<file path="src/rtl/uart_rx_param.sv">
// Parametrised UART receiver: 2-flop synchroniser, 3-point majority vote, glitch-rejecting start.
// Define UART_RX_PARITY_EN to add a parity bit (PARITY_ODD selects odd/even) and drive parity_err.
module uart_rx_param #(
    parameter int unsigned CLK_FREQ_HZ = 50_000_000,
    parameter int unsigned BAUD_RATE   = 9600,
    parameter int unsigned DATA_BITS   = 8,
    parameter int unsigned STOP_BITS   = 1,
    parameter int unsigned PARITY_ODD  = 0
) (
    input  logic                 clk,
    input  logic                 rst,
    input  logic                 rx,
    output logic [DATA_BITS-1:0] rx_data,
    output logic                 rx_valid,
    output logic                 frame_err,
    output logic                 parity_err,
    output logic                 busy
);

    localparam int unsigned CLKS_PER_BIT = CLK_FREQ_HZ / BAUD_RATE;
    localparam int unsigned HALF         = CLKS_PER_BIT / 2;
    localparam int unsigned TICK_W       = $clog2(CLKS_PER_BIT);
    localparam int unsigned IDX_W        = $clog2(DATA_BITS);

    if (CLKS_PER_BIT < 8 || DATA_BITS < 5 || DATA_BITS > 9 || STOP_BITS < 1 || STOP_BITS > 2 ||
        PARITY_ODD > 1) begin : g_param_err
        $error("uart_rx_param: illegal parameter set");
    end

    typedef enum logic [2:0] {
        StIdle,
        StStart,
        StData,
`ifdef UART_RX_PARITY_EN
        StParity,
`endif
        StStop
    } state_e;

    state_e               state;
    logic                 rx_meta, rx_s, rx_q;
    logic [TICK_W-1:0]    tick;
    logic [IDX_W-1:0]     bit_idx;
    logic                 v0, v1;
    logic [DATA_BITS-1:0] shreg;
    logic                 ferr_q;
    logic                 vote, at_vote, tick_wrap;

    always_comb begin
        vote      = (v0 & v1) | (v0 & rx_s) | (v1 & rx_s);
        at_vote   = (tick == TICK_W'(HALF + 1));
        tick_wrap = (tick == TICK_W'(CLKS_PER_BIT - 1));
    end

`ifdef UART_RX_PARITY_EN
    localparam logic ODD = logic'(PARITY_ODD != 0);
    logic perr_q;
    logic par_exp;
    always_comb par_exp = (^shreg) ^ ODD;
`endif

    always_ff @(posedge clk or posedge rst) begin
        if (rst) begin
            rx_meta    <= 1'b1;
            rx_s       <= 1'b1;
            rx_q       <= 1'b0;  // a line held low at reset release must rise before it can start
            state      <= StIdle;
            tick       <= '0;
            bit_idx    <= '0;
            v0         <= 1'b1;
            v1         <= 1'b1;
            shreg      <= '0;
            ferr_q     <= 1'b0;
`ifdef UART_RX_PARITY_EN
            perr_q     <= 1'b0;
`endif
            rx_data    <= '0;
            rx_valid   <= 1'b0;
            frame_err  <= 1'b0;
            parity_err <= 1'b0;
            busy       <= 1'b0;
        end else begin
            rx_meta    <= rx;
            rx_s       <= rx_meta;
            rx_q       <= rx_s;
            rx_valid   <= 1'b0;
            frame_err  <= 1'b0;
            parity_err <= 1'b0;

            if (state != StIdle) begin
                tick <= tick_wrap ? '0 : tick + TICK_W'(1);
                if (tick == TICK_W'(HALF - 1)) v0 <= rx_s;
                if (tick == TICK_W'(HALF))     v1 <= rx_s;
            end

            unique case (state)
                StIdle: begin
                    if (rx_q && !rx_s) begin
                        state   <= StStart;
                        tick    <= '0;
                        bit_idx <= '0;
                        busy    <= 1'b1;
                        ferr_q  <= 1'b0;
`ifdef UART_RX_PARITY_EN
                        perr_q  <= 1'b0;
`endif
                    end
                end
                StStart: begin
                    if (at_vote && vote) begin
                        state <= StIdle;
                        busy  <= 1'b0;
                    end else if (tick_wrap) begin
                        state <= StData;
                    end
                end
                StData: begin
                    if (at_vote) shreg[bit_idx] <= vote;
                    if (tick_wrap) begin
                        if (bit_idx == IDX_W'(DATA_BITS - 1)) begin
                            bit_idx <= '0;
`ifdef UART_RX_PARITY_EN
                            state   <= StParity;
`else
                            state   <= StStop;
`endif
                        end else begin
                            bit_idx <= bit_idx + IDX_W'(1);
                        end
                    end
                end
`ifdef UART_RX_PARITY_EN
                StParity: begin
                    if (at_vote) perr_q <= (vote != par_exp);
                    if (tick_wrap) state <= StStop;
                end
`endif
                StStop: begin
                    if (at_vote) begin
                        // Finish on the last stop vote so a start half a bit later is caught.
                        if (bit_idx == IDX_W'(STOP_BITS - 1)) begin
                            state     <= StIdle;
                            busy      <= 1'b0;
                            rx_valid  <= 1'b1;
                            rx_data   <= shreg;
                            frame_err <= ferr_q | ~vote;
`ifdef UART_RX_PARITY_EN
                            parity_err <= perr_q;
`endif
                        end else if (!vote) begin
                            ferr_q <= 1'b1;
                        end
                    end else if (tick_wrap) begin
                        bit_idx <= bit_idx + IDX_W'(1);
                    end
                end
                default: state <= StIdle;
            endcase
        end
    end

endmodule
</file>
<file path="config.mk">
export PLATFORM = sky130hd
export DESIGN_NAME = uart_rx_param
export DESIGN_NICKNAME = d
export VERILOG_FILES = /design/src/rtl/uart_rx_param.sv
export SDC_FILE = /design/constraint.sdc
export NUM_CORES = 1
export LEC_CHECK = 0
export BUFFER_PORTS_ARGS = -buffer_cell sky130_fd_sc_hd__buf_4
export CAP_MARGIN = 0
export CORE_ASPECT_RATIO = 1.25
export CORE_UTILIZATION = 40
export CTS_CLUSTER_SIZE = 28
export DETAILED_ROUTE_END_ITERATION = 12
export GPL_TIMING_DRIVEN = 0
export PLACE_DENSITY_LB_ADDON = 0.3
export SLEW_MARGIN = 20
export SYNTH_ARGS = -nofsm -noshare
export SYNTH_HDL_FRONTEND = slang
export SYNTH_SLANG_ARGS = --single-unit
</file>
<file path="constraint.sdc">
create_clock -name clk -period 3.6 [get_ports clk]
set_clock_uncertainty 0.05 [all_clocks]
set_input_delay 0.18 -clock clk [delete_from_list [all_inputs] [get_ports clk]]
set_output_delay 0.18 -clock clk [all_outputs]
set_load 0.02 [all_outputs]
</file>
# Word level (Yosys, flattened, before mapping)
# Index checks and enable logic that the tools add are counted.
dict set report classes {
  n_addsub 2
  order_cmp 2
  eq_ne 19
  mux 37
  bitwise_logic 7
  reduce_logical 18
}
# operator n
set op_table {}
lappend op_table {{$mux W13} 4}
lappend op_table {{$eq A13 B12 Y1 const B} 3}
lappend op_table {{$mux W3} 12}
lappend op_table {{$ne A2 B2 Y1 const B} 10}
lappend op_table {{$mux W1} 15}
lappend op_table {{$reduce_and A5 Y1} 3}
lappend op_table {{$add A13 B1 Y13 const B} 1}
lappend op_table {{$eq A13 B13 Y1 const B} 1}
lappend op_table {{$pmux W3 S4} 1}
lappend op_table {{$pmux W3 S3} 1}
lappend op_table {{$reduce_bool A3 Y1} 3}
lappend op_table {{$bwmux W8} 1}
lappend op_table {{$eq A3 B2 Y1 const B} 2}
lappend op_table {{$logic_not A3 Y1} 2}
lappend op_table {{$reduce_and A2 Y1} 3}
lappend op_table {{$reduce_and A6 Y1} 1}
lappend op_table {{$lt A3 B4 Y1 const B} 1}
lappend op_table {{$add A3 B1 Y3 const B} 1}
lappend op_table {{$and A1 B1 Y1} 3}
lappend op_table {{$demux W1 S3} 1}
lappend op_table {{$eq A3 B1 Y1 const B} 1}
lappend op_table {{$eq A3 B3 Y1 const B} 1}
lappend op_table {{$ge A3 B1 Y1 const B} 1}
lappend op_table {{$logic_and A1 B1 Y1} 3}
lappend op_table {{8 further kinds} 10}
dict set report totals {
  register_bits 44
  out_inout_bits 12
}

# Longest topological paths before layout
# Gate-level depths: netlist of run 1.
dict set report logic_depth {
  word_depth 8
  mapped_depth 7
}

# Worst setup path after synthesis of run 1
# No wires, ideal clock.
dict set report synth_timing {
  path_type {reg2reg}
  from {register tick[4]}
  to {register rx_data[0]}
  setup_time_ps 127
  arrival_time_ps 1767
  t_required_ps 3423
  setup_slack_ps 1655
  path_stages_with_launch 7
  synth_period_minus_slack_ps 1945
  cell_sequence {dfrtp_1 -> buf_2 -> nor4b_2 -> and4b_1 -> and4_1 -> buf_6 -> mux2_1}
}
dict set report synth_via {
  elab_chain_len 2
}
# item line_no
set synth_lines {}
lappend synth_lines {{start, declared} 42} ;# logic [TICK_W-1:0] tick;
lappend synth_lines {{start signal, assigned} 91} ;# tick <= tick_wrap ? '0 : tick + TICK_W'(1);
lappend synth_lines {{$eq A13 B12 Y1} 51} ;# at_vote = (tick == TICK_W'(HALF + 1));
lappend synth_lines {{$reduce_and A3 Y1 (no line)} n/a}
lappend synth_lines {{end signal, assigned} 145} ;# rx_data <= shreg;
lappend synth_lines {{end, declared} 13} ;# output logic [DATA_BITS-1:0] rx_data,
# No other way between the ends.
# A chain may end at the register's enable or synchronous reset.

# Final worst setup path of run 1
dict set report layout_timing {
  from {register tick[4]}
  to {register rx_data[2]}
}
# The elaborated chain is that of the path after synthesis.

==> results of run 1 <==
## critical path: stages (launching register included)
cell                      delay (ns)
sky130_fd_sc_hd__dfrtp_1        0.36
sky130_fd_sc_hd__buf_2          0.17
sky130_fd_sc_hd__nor4b_2        0.47
sky130_fd_sc_hd__and4b_1        0.29
sky130_fd_sc_hd__and4_1         0.25
sky130_fd_sc_hd__buf_6          0.17
sky130_fd_sc_hd__mux2_1         0.32
## metal layers
| metal | wire [um] | up-vias | track usage [%] |
|---|---|---|---|
| met3 | 105 | 7 | 4.17 |
| met2 | 2180 | 23 | 28.9 |
| met5 | 0 | - | 0 |
| li1 | - | 795 | - |
| met4 | 69 | 0 | 6.63 |
| met1 | 1930 | 778 | 19.9 |
## layout by cell type (no fill, tap or decap), drive strengths merged, types with 3 or more instances in the layout
cell type  count
nor3           3
mux2          20
ha             6
nand2         10
nor2           9
a21oi         10
mux2i          3
inv           12
and4bb         3
and4           4
clkbuf        16
dfstp          4
nand4         14
and3           3
a22o           4
buf           19
dfrtp         39
nand3          9
o21ai          9
## through the flow
stage / hold WS (ns) / setup slack, ns / instance area, sq um
global route: 0.317 / 1.27 / 2520
floorplan: 0.134 / 1.66 / 2220
detailed placement: 0.149 / 1.43 / 2420
global placement: 0.238 / 1.45 / 2400
CTS: 0.311 / 1.42 / 2520
finish: 0.309 / 1.41 / 2520
## worst paths after layout
path / to / slack (ns) / depth (start not counted)
setup / recovery: rx_data[2] / 1.41 / 6
setup reg to reg: rx_data[2] / 1.41 / 6
hold / removal: rx_s / 0.31 / 0
max in group asynchronous: tick[11] / 2.64 / 4
hold reg to reg: rx_s / 0.31 / 0
min in group asynchronous: state[0] / 0.39 / 3
## registers in the layout, indices dropped and copies added, names as in the netlist, 2 cells and up
signal	flops
bit_idx	3
rx_data	8
shreg	8
state	2
tick	13
## cell type report
cell class	count	area, sq um
clock buffers	7	76.3
multi-input cells	138	1030
well taps	64	80.1
inverters	12	45.0
fillers	509	2880
plain buffers	14	70.1
flip-flops and latches	43	1080
repair buffers	16	138
clock inverters	1	5.00
## cells in the mapped netlist (all sizes together), types with 2 or more instances
cell,number
a22o,4
mux2,20
buf,5
dfrtp,39
nor4b,2
and4bb,3
o21ai,9
xnor2,2
clkbuf,9
nand2,10
nand3,9
inv,12
and4,4
nor2,9
a21oi,10
ha,6
a21o,2
and3,3
dfstp,4
nor2b,2
mux2i,3
nand4,14
nor3,3
and4b,2
## power by group through the flow
stage	Sequential (mW)	Combinational, mW	Clock [mW]
after floorplan	0.551	0.162	0
after global placement	0.553	0.210	0
after detailed placement	0.555	0.217	0
after CTS	0.547	0.220	0.311
after global routing	0.553	0.245	0.332
final	0.547	0.218	0.294
## kinds of logic (layout without fill, tap and decap cells)
group / Yosys count / in the layout / synth area share, %
AND/OR/NAND/NOR: 72 / 72 / 20.4
multiplexers: 23 / 23 / 11.5
AO/OA/AOI/OAI: 33 / 33 / 9.46
XOR/XNOR: 2 / 2 / 0.788
adder cells (fa/ha/maj): 7 / 7 / 3.83
flip-flops: 43 / 43 / 48.6
other: 1 / 1 / 0.169
buffers and inverters: 26 / 50 / 5.18
==> impl_metrics.py, run 1 <==
metrics = {
    "routing": {
        "avgViaCountPerCell": 5.43,
        "wire_per_inst_um": 14.5,
        "post-route-drc-count": 0,
        "drtPass1Iterations": 4,
        "drt_first_iter_violations": 61,
        "drt.antenna.violating_nets": 0,
        "via_count": 1603,
        "routed_wirelength_um": 4280,
    },
    "grt": {
        "track_usage_pct": 17.0,
        "grt_max_degree": 27,
        "antenna_violations_before_repair": 0,
        "grt_overflow_total": 0,
        "grt_first_pass_wirelength_um": 7390,
        "vias_in_the_first_global_route": 1570,
    },
    "floorplan": {
        "num_rows": 30,
        "die_area_sq_um": 5860,
        "ios": 15,
        "die_height_um": 85.3,
        "start_util_pct": 41.1,
        "core_sq_um": 5410,
        "die_width_um": 68.7,
    },
    "layout": {
        "syn2layout_area_growth_pct": 13.5,
        "n_antenna_cell": 0,
        "drive_gt1_share_pct": 16.9,
        "final-instance-count-excl-fill": 295,
        "nets": 239,
        "postLayoutCoreUtil_pct": 46.6,
    },
    "power_and_ir_drop": {
        "areal_power_density_over_the_cells_nw_per_um2": 420,
        "internal_power_uw": 739,
        "total_power_mw": 1.06,
        "switchingPower_uw": 320,
        "power_frac_seq_pct": 51.6,
        "p_clk_share_pct": 27.8,
        "irDropWorstVdd_uv": 240,
        "swShare_pct": 30.2,
        "leakagePower_nw": 1.19,
        "power_frac_comb_pct": 20.6,
    },
    "clocking": {
        "cts_buffers": 5,
        "insertion_delay_ns": 0.29,
        "worst_setup_hold_path_clk_slew_ns": 0.08,
        "cts.root.buffer_cell": "sky130_fd_sc_hd__clkbuf_8",
        "cts.sink_count": 43,
        "cts_hold_buffers": 2,
        "cts_setup_buffers": 0,
        "ctsLongestPathBuffers": 2,
        "h-tree-depth": 2,
        "cts_tree": "built",
        "cts-resized-gates": 0,
    },
    "run": {
        "max-cap-violations": 0,
    },
    "synth": {
        "synthesis.instances": 207,
        "ys_seq_elements": 43,
        "synth-seq-area-share_pct": 48.6,
        "synth_warnings": 0,
        "synth_top_flop_cell": "sky130_fd_sc_hd__dfrtp_1",
        "ys_async_sr_fraction_pct": 100,
        "syn-cell-area_sq_um": 2220,
        "synth.net_count": 216,
        "synth_top_cell_by_area": "sky130_fd_sc_hd__dfrtp_1",
        "post_synth.cell_area_avg_sq_um": 10.7,
        "top_cell_type_s_share_of_synthesized_area_pct": 43.9,
        "post_synth_main_area_contributors": "sky130_fd_sc_hd__dfrtp_1 (44%), sky130_fd_sc_hd__mux2_1 (8.6%), sky130_fd_sc_hd__dfstp_2 (4.7%)",
        "synth-edff-count": 0,
        "synth_cell_types": 51,
    },
    "timing": {
        "slew_headroom_pct": 66.5,
        "report.final.setup_viol": 0,
        "rsz0062_at_grt": "false",
        "post-route-period-util_pct": 60.9,
        "fin_tns_setup_ns": 0,
        "slew_violations": 0,
        "finalHoldViolCount": 0,
        "timing.final.crit_period_ns": 2.19,
        "fmax_mhz": 456,
        "timing_worst_slew_pin_value_ns": 0.502,
    },
    "critical_path": {
        "worst_setup_path_start_kind": "flip-flop",
        "critical_path_arrival_ns": 2.32,
        "critPathKind": "reg2reg",
        "startpoint": "tick[4]",
        "worst_setup_path_end_kind": "flip-flop",
        "worstPathRequired_ns": 3.73,
        "cp_max_fo": 10,
        "r2r_start": "tick[4]",
    },
    "placement": {
        "post-dp-hpwl_um": 3070,
        "portBuffers": 13,
        "finalWeightedCongestion": 0.814,
        "number_of_placed_instances_with_taps_included": 285,
    },
    "run_status": {
        "run_status": "finished, final reports clean",
    },
    "hold_path": {
        "holdCritPathClass": "reg2reg",
        "holdCritStartpoint": "rx_meta",
    },
}
Note: power is estimated with default switching activity, not from simulation.
==> run 2, diff against run 1 <==
--- a/config.mk
+++ b/config.mk
@@ -5,6 +5,7 @@
 export SDC_FILE = /design/constraint.sdc
 export NUM_CORES = 1
 export LEC_CHECK = 0
+export ABC_AREA = 1
 export BUFFER_PORTS_ARGS = -buffer_cell sky130_fd_sc_hd__buf_4
 export CAP_MARGIN = 0
 export CORE_ASPECT_RATIO = 1.25
==> constraint.sdc (replaced) <==
create_clock -name clk -period 2.19 [get_ports clk]
set_clock_uncertainty 0.05 [all_clocks]
set_input_delay 0.1095 -clock clk [delete_from_list [all_inputs] [get_ports clk]]
set_output_delay 0.1095 -clock clk [all_outputs]
set_load 0.02 [all_outputs]
==> run 2 against run 1 <==
Routed wire length rose by 0.86%; sequential cell count unchanged; count of clock-buffer cells in the layout shrank 1; design area up 1.5%; critical path type unchanged; register-to-register slack worse by 1.0 ns; largest power group unchanged; sequential power up 86%; total power rose by 130%; area after synthesis shrank 0.51%; hold slack lost 0.0012 ns; worst setup slack worse by 1.0 ns; cell count rose by 21%; first-iteration DRC count is 25% higher; highest routed layer unchanged.
==> impl_metrics.py, run 2 <==
metrics = {
    "floorplan": {
        "die_area_sq_um": 5830,
        "die_height_um": 85.1,
        "die_width_um": 68.5,
        "start_util_pct": 42.6,
        "num_rows": 29,
        "core_sq_um": 5190,
        "ios": 15,
    },
    "timing": {
        "timing.final.crit_period_ns": 1.79,
        "report.final.setup_viol": 0,
        "fin_tns_setup_ns": 0,
        "worst_slack_ns": 0.401,
        "rsz0062_at_grt": "false",
        "fmax_mhz": 559,
        "slew_violations": 0,
        "post-route-period-util_pct": 81.7,
        "finalHoldViolCount": 0,
    },
    "synth": {
        "synth-seq-area-share_pct": 48.9,
        "synthesis.instances": 270,
        "synth_warnings": 0,
        "post_synth.cell_area_avg_sq_um": 8.19,
        "ys_async_sr_fraction_pct": 100,
        "synth_top_flop_cell": "sky130_fd_sc_hd__dfrtp_1",
        "synth-edff-count": 0,
        "ys_seq_elements": 43,
        "post_synth_main_area_contributors": "sky130_fd_sc_hd__dfrtp_1 (44%), sky130_fd_sc_hd__nand2_1 (13%), sky130_fd_sc_hd__dfstp_2 (4.8%)",
        "synth_top_cell_by_area": "sky130_fd_sc_hd__dfrtp_1",
        "yosys.cell_count.top_type": "sky130_fd_sc_hd__nand2_1",
        "top_cell_type_s_share_of_synthesized_area_pct": 44.1,
        "synth_top_cells_by_count": "sky130_fd_sc_hd__nand2_1 (77), sky130_fd_sc_hd__dfrtp_1 (39), sky130_fd_sc_hd__inv_1 (27), sky130_fd_sc_hd__nand3_1 (21), sky130_fd_sc_hd__nor2_1 (20)",
        "synth_cell_types": 30,
        "synth.net_count": 279,
        "syn-cell-area_sq_um": 2210,
    },
    "layout": {
        "mostFrequentLayoutCells": "sky130_fd_sc_hd__nand2_1 (77), sky130_fd_sc_hd__dfrtp_1 (39), sky130_fd_sc_hd__inv_1 (26), sky130_fd_sc_hd__nand3_1 (21), sky130_fd_sc_hd__nor2_1 (20)",
        "max_reg_flops": 13,
        "regArea_sq_um": 1080,
        "layout.cells.most_common": "sky130_fd_sc_hd__nand2_1",
        "layout.filler_cells": 497,
        "top_register": "tick",
        "drive_gt1_share_pct": 15.3,
        "nets": 302,
        "biggestRegsByFlops": "tick (13), rx_data (8), shreg (8)",
        "n_antenna_cell": 0,
        "syn2layout_area_growth_pct": 15.7,
        "multi_input_comb_area_sq_um": 991,
    },
    "critical_path": {
        "critPathKind": "reg2reg",
        "worstPathRequired_ns": 2.32,
        "worst_setup_path_start_kind": "flip-flop",
        "critical_path.cell_chain": "ha_1 > nand2_1 > nor3_1 > nand2_1 > nor2_2 > inv_1 > nand2_2 > inv_1 > o21ai_1 > nor2_1",
        "cp_max_fo": 7,
        "critical_path_arrival_ns": 1.92,
        "critical-path-slowest-cell": "sky130_fd_sc_hd__dfrtp_1",
        "critical-path-max-stage-delay_ns": 0.45,
        "worst_setup_path_end_kind": "flip-flop",
    },
    "grt": {
        "grt_max_degree": 27,
        "grt_use_met2_pct": 30.7,
        "grt_use_met1_pct": 19.2,
        "antenna_violations_before_repair": 0,
        "busiest_layer": "met2",
        "vias_in_the_first_global_route": 1748,
        "grt_first_pass_wirelength_um": 7450,
        "met3_usage_pct": 4.03,
        "grt_overflow_total": 0,
        "track_usage_pct": 16.9,
    },
    "clocking": {
        "cts.sink_count": 43,
        "insertion_delay_ns": 0.29,
        "cts_buffers": 5,
        "h-tree-depth": 2,
        "cts_setup_buffers": 0,
        "cts.root.buffer_cell": "sky130_fd_sc_hd__clkbuf_8",
        "worst_setup_hold_path_clk_slew_ns": 0.08,
        "cts-resized-gates": 0,
        "ctsLongestPathBuffers": 2,
        "cts_tree": "built",
    },
    "routing": {
        "via_count": 1791,
        "avgViaCountPerCell": 5.03,
        "wire_per_inst_um": 12.1,
        "drtPass1Iterations": 4,
        "post-route-drc-count": 0,
        "drt_first_iter_violations": 76,
        "drt.antenna.violating_nets": 0,
        "routed_wirelength_um": 4320,
    },
    "placement": {
        "post-dp-hpwl_um": 3170,
        "worst_slack_at_placement_ns": 0.399,
        "portBuffers": 13,
        "finalWeightedCongestion": 0.897,
    },
    "power_and_ir_drop": {
        "areal_power_density_over_the_cells_nw_per_um2": 956,
        "leakagePower_nw": 1.23,
        "total_power_mw": 2.45,
        "irDropWorstVdd_uv": 508,
    },
    "run": {
        "max-cap-violations": 0,
    },
    "hold_path": {
        "holdCritPathClass": "reg2reg",
    },
    "run_status": {
        "run_status": "finished, final reports clean",
    },
}
[run 2: worst paths after layout]
path,depth (start not counted),to,slack [ns],start
setup reg to reg,10,tick[11],0.40,tick[0]
hold / removal,0,rx_s,0.31,rx_meta
setup / recovery,10,tick[11],0.40,tick[0]
hold reg to reg,0,rx_s,0.31,rx_meta
min in group asynchronous,3,rx_q,0.32,rst
max in group asynchronous,4,state[0],1.31,rst
[run 2: kinds of logic after synthesis]
kind of cell	synth area share [%]
AOI/OAI and AO/OA	9.17
xor gates and xnor gates	2.38
DFF	48.9
buffers and inverters	6.28
other	0.170
adders and majority gates	3.40
and+or+nand+nor	29.7
[run 2: worst max-delay path, delay by kind of cell, from the launching register on]
kind / cells / cell delay [ns]
AOI/OAI and AO/OA: 1 / 0.12
and+or+nand+nor: 6 / 0.65
DFF: 1 / 0.45
adders and majority gates: 1 / 0.21
buffers and inverters: 2 / 0.20
[run 2: repair_timing]
action                     4_1_cts  5_1_grt
setup endpoints to repair        0        0
hold buffers                     2        0
hold endpoints to repair        14        0
[run 2: metal layers]
| layer | routed length, um | vias to the layer above |
|---|---|---|
| met3 | 132 | 2 |
| li1 | - | 924 |
| met2 | 2310 | 27 |
| met4 | 14 | 0 |
| met1 | 1860 | 838 |
| met5 | 0 | - |
[run 2: report_power, final]
| part | internal, mW | switching (mW) |
|---|---|---|
| Combinational | 0.223 | 0.477 |
| Sequential | 0.882 | 0.141 |
| Clock | 0.456 | 0.268 |
| Total | 1.56 | 0.885 |
[run 2: area by class of cell]
cell class | count | area share, %
buffer | 2 | 0.587
clock buffer | 6 | 2.84
clock inverter | 2 | 2.35
inverter | 33 | 4.84
multi-input combinational | 192 | 38.7
sequential | 43 | 42.2
tap | 62 | 3.03
timing repair buffer | 16 | 5.38
[run 2: per-stage QoR]
step	instances	utilization [%]	cell area [sq um]	hold WS [ns]
final	356	49.3	2560	0.308
after global routing	356	49.3	2560	0.318
after CTS	356	49.3	2560	0.310
after detailed placement	346	46.4	2410	0.0842
after global placement	345	46.0	2390	0.168
after floorplan	270	-	2210	0.0640
==> run 3, diff against run 2 <==
==> constraint.sdc (replaced) <==
create_clock -name clk -period 1.7 [get_ports clk]
set_clock_uncertainty 0.05 [all_clocks]
set_input_delay 0.085 -clock clk [delete_from_list [all_inputs] [get_ports clk]]
set_output_delay 0.085 -clock clk [all_outputs]
set_load 0.02 [all_outputs]
==> run 3 against run 2 <==
Count of clock-buffer cells in the layout unchanged; design area up 5.1%; sequential power up 30%; via count up 3.6%; sequential cell count unchanged; critical endpoint is now state[1]; largest power group unchanged.
==> impl_metrics.py, run 3 (same netlist as run 2, synthesis figures left out) <==
metrics = {
    "floorplan": {
        "core_sq_um": 5190,
        "start_util_pct": 42.6,
        "num_rows": 29,
        "die_width_um": 68.5,
        "ios": 15,
        "die_height_um": 85.1,
        "die_area_sq_um": 5830,
    },
    "placement": {
        "post-dp-hpwl_um": 3170,
        "portBuffers": 13,
        "worst_slack_at_placement_ns": -0.0908,
        "number_of_placed_instances_with_taps_included": 346,
        "finalWeightedCongestion": 0.897,
    },
    "layout": {
        "drive_gt1_share_pct": 22.6,
        "biggestRegsByFlops": "tick (13), rx_data (8), shreg (8)",
        "mostFrequentLayoutCells": "sky130_fd_sc_hd__nand2_1 (76), sky130_fd_sc_hd__dfrtp_1 (38), sky130_fd_sc_hd__inv_1 (23), sky130_fd_sc_hd__buf_4 (21), sky130_fd_sc_hd__nor2_1 (18)",
        "layout.filler_cells": 484,
        "top_register": "tick",
        "final-instance-count-excl-fill": 363,
        "n_antenna_cell": 0,
        "syn2layout_area_growth_pct": 21.7,
        "layout.cells.most_common": "sky130_fd_sc_hd__nand2_1",
        "nets": 309,
        "postLayoutCoreUtil_pct": 51.8,
        "max_reg_flops": 13,
    },
    "grt": {
        "grt_overflow_total": 0,
        "vias_in_the_first_global_route": 1780,
        "antenna_violations_before_repair": 0,
        "track_usage_pct": 17.2,
        "grt_max_degree": 27,
        "grt_first_pass_wirelength_um": 7600,
    },
    "timing": {
        "slew_violations": 0,
        "post-route-period-util_pct": 98.6,
        "finalHoldViolCount": 0,
        "rsz0062_at_grt": "true",
        "timing.final.crit_period_ns": 1.68,
        "timing.hold.ws_ns": 0.289,
        "fmax_mhz": 597,
        "report.final.setup_viol": 0,
        "worst_slack_ns": 0.0246,
    },
    "run": {
        "max-cap-violations": 0,
    },
    "critical_path": {
        "critical-path-max-stage-delay_ns": 0.51,
        "critical_path.cell_chain": "inv_2 > ha_1 > nand2_1 > nand2_1 > nand4_1 > o21ai_0 > nand2_1",
        "worst_setup_path_start_kind": "flip-flop",
        "path_buf_inv": 1,
        "critical-path-slowest-cell": "sky130_fd_sc_hd__dfrtp_1",
        "cp_max_fo": 8,
        "worst_setup_path_end_kind": "flip-flop",
        "worstPathRequired_ns": 1.83,
        "critical_path_arrival_ns": 1.81,
        "cp_common_cell": "sky130_fd_sc_hd__nand2_1",
        "crit_family": "flip-flops",
        "critPathKind": "reg2reg",
    },
    "routing": {
        "met3RoutedLength_um": 155,
        "top_signal_layer_used": "met4",
        "drt_first_iter_violations": 71,
        "via_count": 1855,
        "post-route-drc-count": 0,
        "avgViaCountPerCell": 5.11,
        "m1WireLength_um": 1900,
        "drt.antenna.violating_nets": 0,
        "wire_per_inst_um": 12.4,
        "routed_wirelength_um": 4500,
        "detailroute.wirelength.met2_um": 2390,
        "drtPass1Iterations": 4,
    },
    "power_and_ir_drop": {
        "switchingPower_mw": 1.23,
        "total_power_mw": 3.33,
        "areal_power_density_over_the_cells_nw_per_um2": 1240,
        "swShare_pct": 37.0,
        "leakagePower_nw": 1.28,
        "p_clk_share_pct": 28.1,
        "internal_power_mw": 2.10,
        "irDropWorstVdd_uv": 587,
        "power_frac_seq_pct": 39.9,
        "power_frac_comb_pct": 32.0,
    },
    "hold_path": {
        "holdCritPathClass": "in2async",
    },
    "clocking": {
        "cts.sink_count": 43,
        "h-tree-depth": 2,
        "ctsLongestPathBuffers": 2,
        "cts.root.buffer_cell": "sky130_fd_sc_hd__clkbuf_8",
        "insertion_delay_ns": 0.29,
        "cts_buffers": 5,
        "cts_tree": "built",
        "worst_setup_hold_path_clk_slew_ns": 0.08,
    },
    "run_status": {
        "run_status": "finished, final reports clean",
    },
}
run 3: cell count changes in the layout (fill, tap and decap cells not counted), moves of 3 or more:
cell                      before  now
sky130_fd_sc_hd__nand3_1      21   14
sky130_fd_sc_hd__buf_4        15   21
sky130_fd_sc_hd__nand3_2       0    6
sky130_fd_sc_hd__inv_1        26   23
sky130_fd_sc_hd__inv_2         7   10
run 3: stage by stage:
step	TNS, ns	area (sq um)
4_1_cts	0	2610
3_5_place_dp	-0.645	2410
6_report	0	2690
3_3_place_gp	-2.77	2390
2_1_floorplan	0	2210
5_1_grt	-1.20	2690
run 3: per-layer routing:
metal	global-route usage, %	vias up
li1	-	938
met1	19.4	871
met5	0	-
met2	31.0	40
met3	4.30	6
met4	4.36	0
run 3: layout make-up:
class	instances	area (sq um)	share of cell area, %
multi-input combinational	192	1060	39.6
tap	62	77.6	2.88
clock inverter	2	60.1	2.23
timing repair buffer	23	194	7.21
inverter	33	124	4.60
clock buffer	6	72.6	2.70
sequential	43	1080	40.2
buffer	2	15.0	0.558
run 3: worst register-to-register path, stage by stage, from the launching register on:
cell and delay [ns]:
sky130_fd_sc_hd__dfrtp_1 0.51, sky130_fd_sc_hd__inv_2 0.19, sky130_fd_sc_hd__ha_1 0.23, sky130_fd_sc_hd__nand2_1 0.09, sky130_fd_sc_hd__nand2_1 0.10, sky130_fd_sc_hd__nand4_1 0.14, sky130_fd_sc_hd__o21ai_0 0.18, sky130_fd_sc_hd__nand2_1 0.08
run 3: worst paths after layout:
check / from / to / slack, ns / cells after the start
max in group asynchronous: rst / state[0] / 0.85 / 4
hold / removal: rst / rx_q / 0.29 / 3
setup / recovery: bit_idx[0] / state[1] / 0.02 / 7
setup reg to reg: bit_idx[0] / state[1] / 0.02 / 7
hold reg to reg: rx_meta / rx_s / 0.31 / 0
min in group clk: rx_meta / rx_s / 0.31 / 0
run 3: power by group through the flow:
stage | Clock [mW] | Sequential, mW | Combinational [mW]
2_1_floorplan | 0 | 1.30 | 0.676
3_3_place_gp | 0 | 1.34 | 0.881
3_5_place_dp | 0 | 1.34 | 0.904
4_1_cts | 0.955 | 1.32 | 0.970
5_1_grt | 0.997 | 1.35 | 1.19
6_report | 0.937 | 1.33 | 1.07
run 3: what timing repair did:
action | in CTS | in global routing
setup buffers | 4 | 3
resized for setup | 8 | 15
hold buffers | 2 | 0
gates cloned | 0 | 0
setup endpoints to repair | 26 | 26
pin swaps | 2 | 4
hold endpoints to repair | 14 | 0
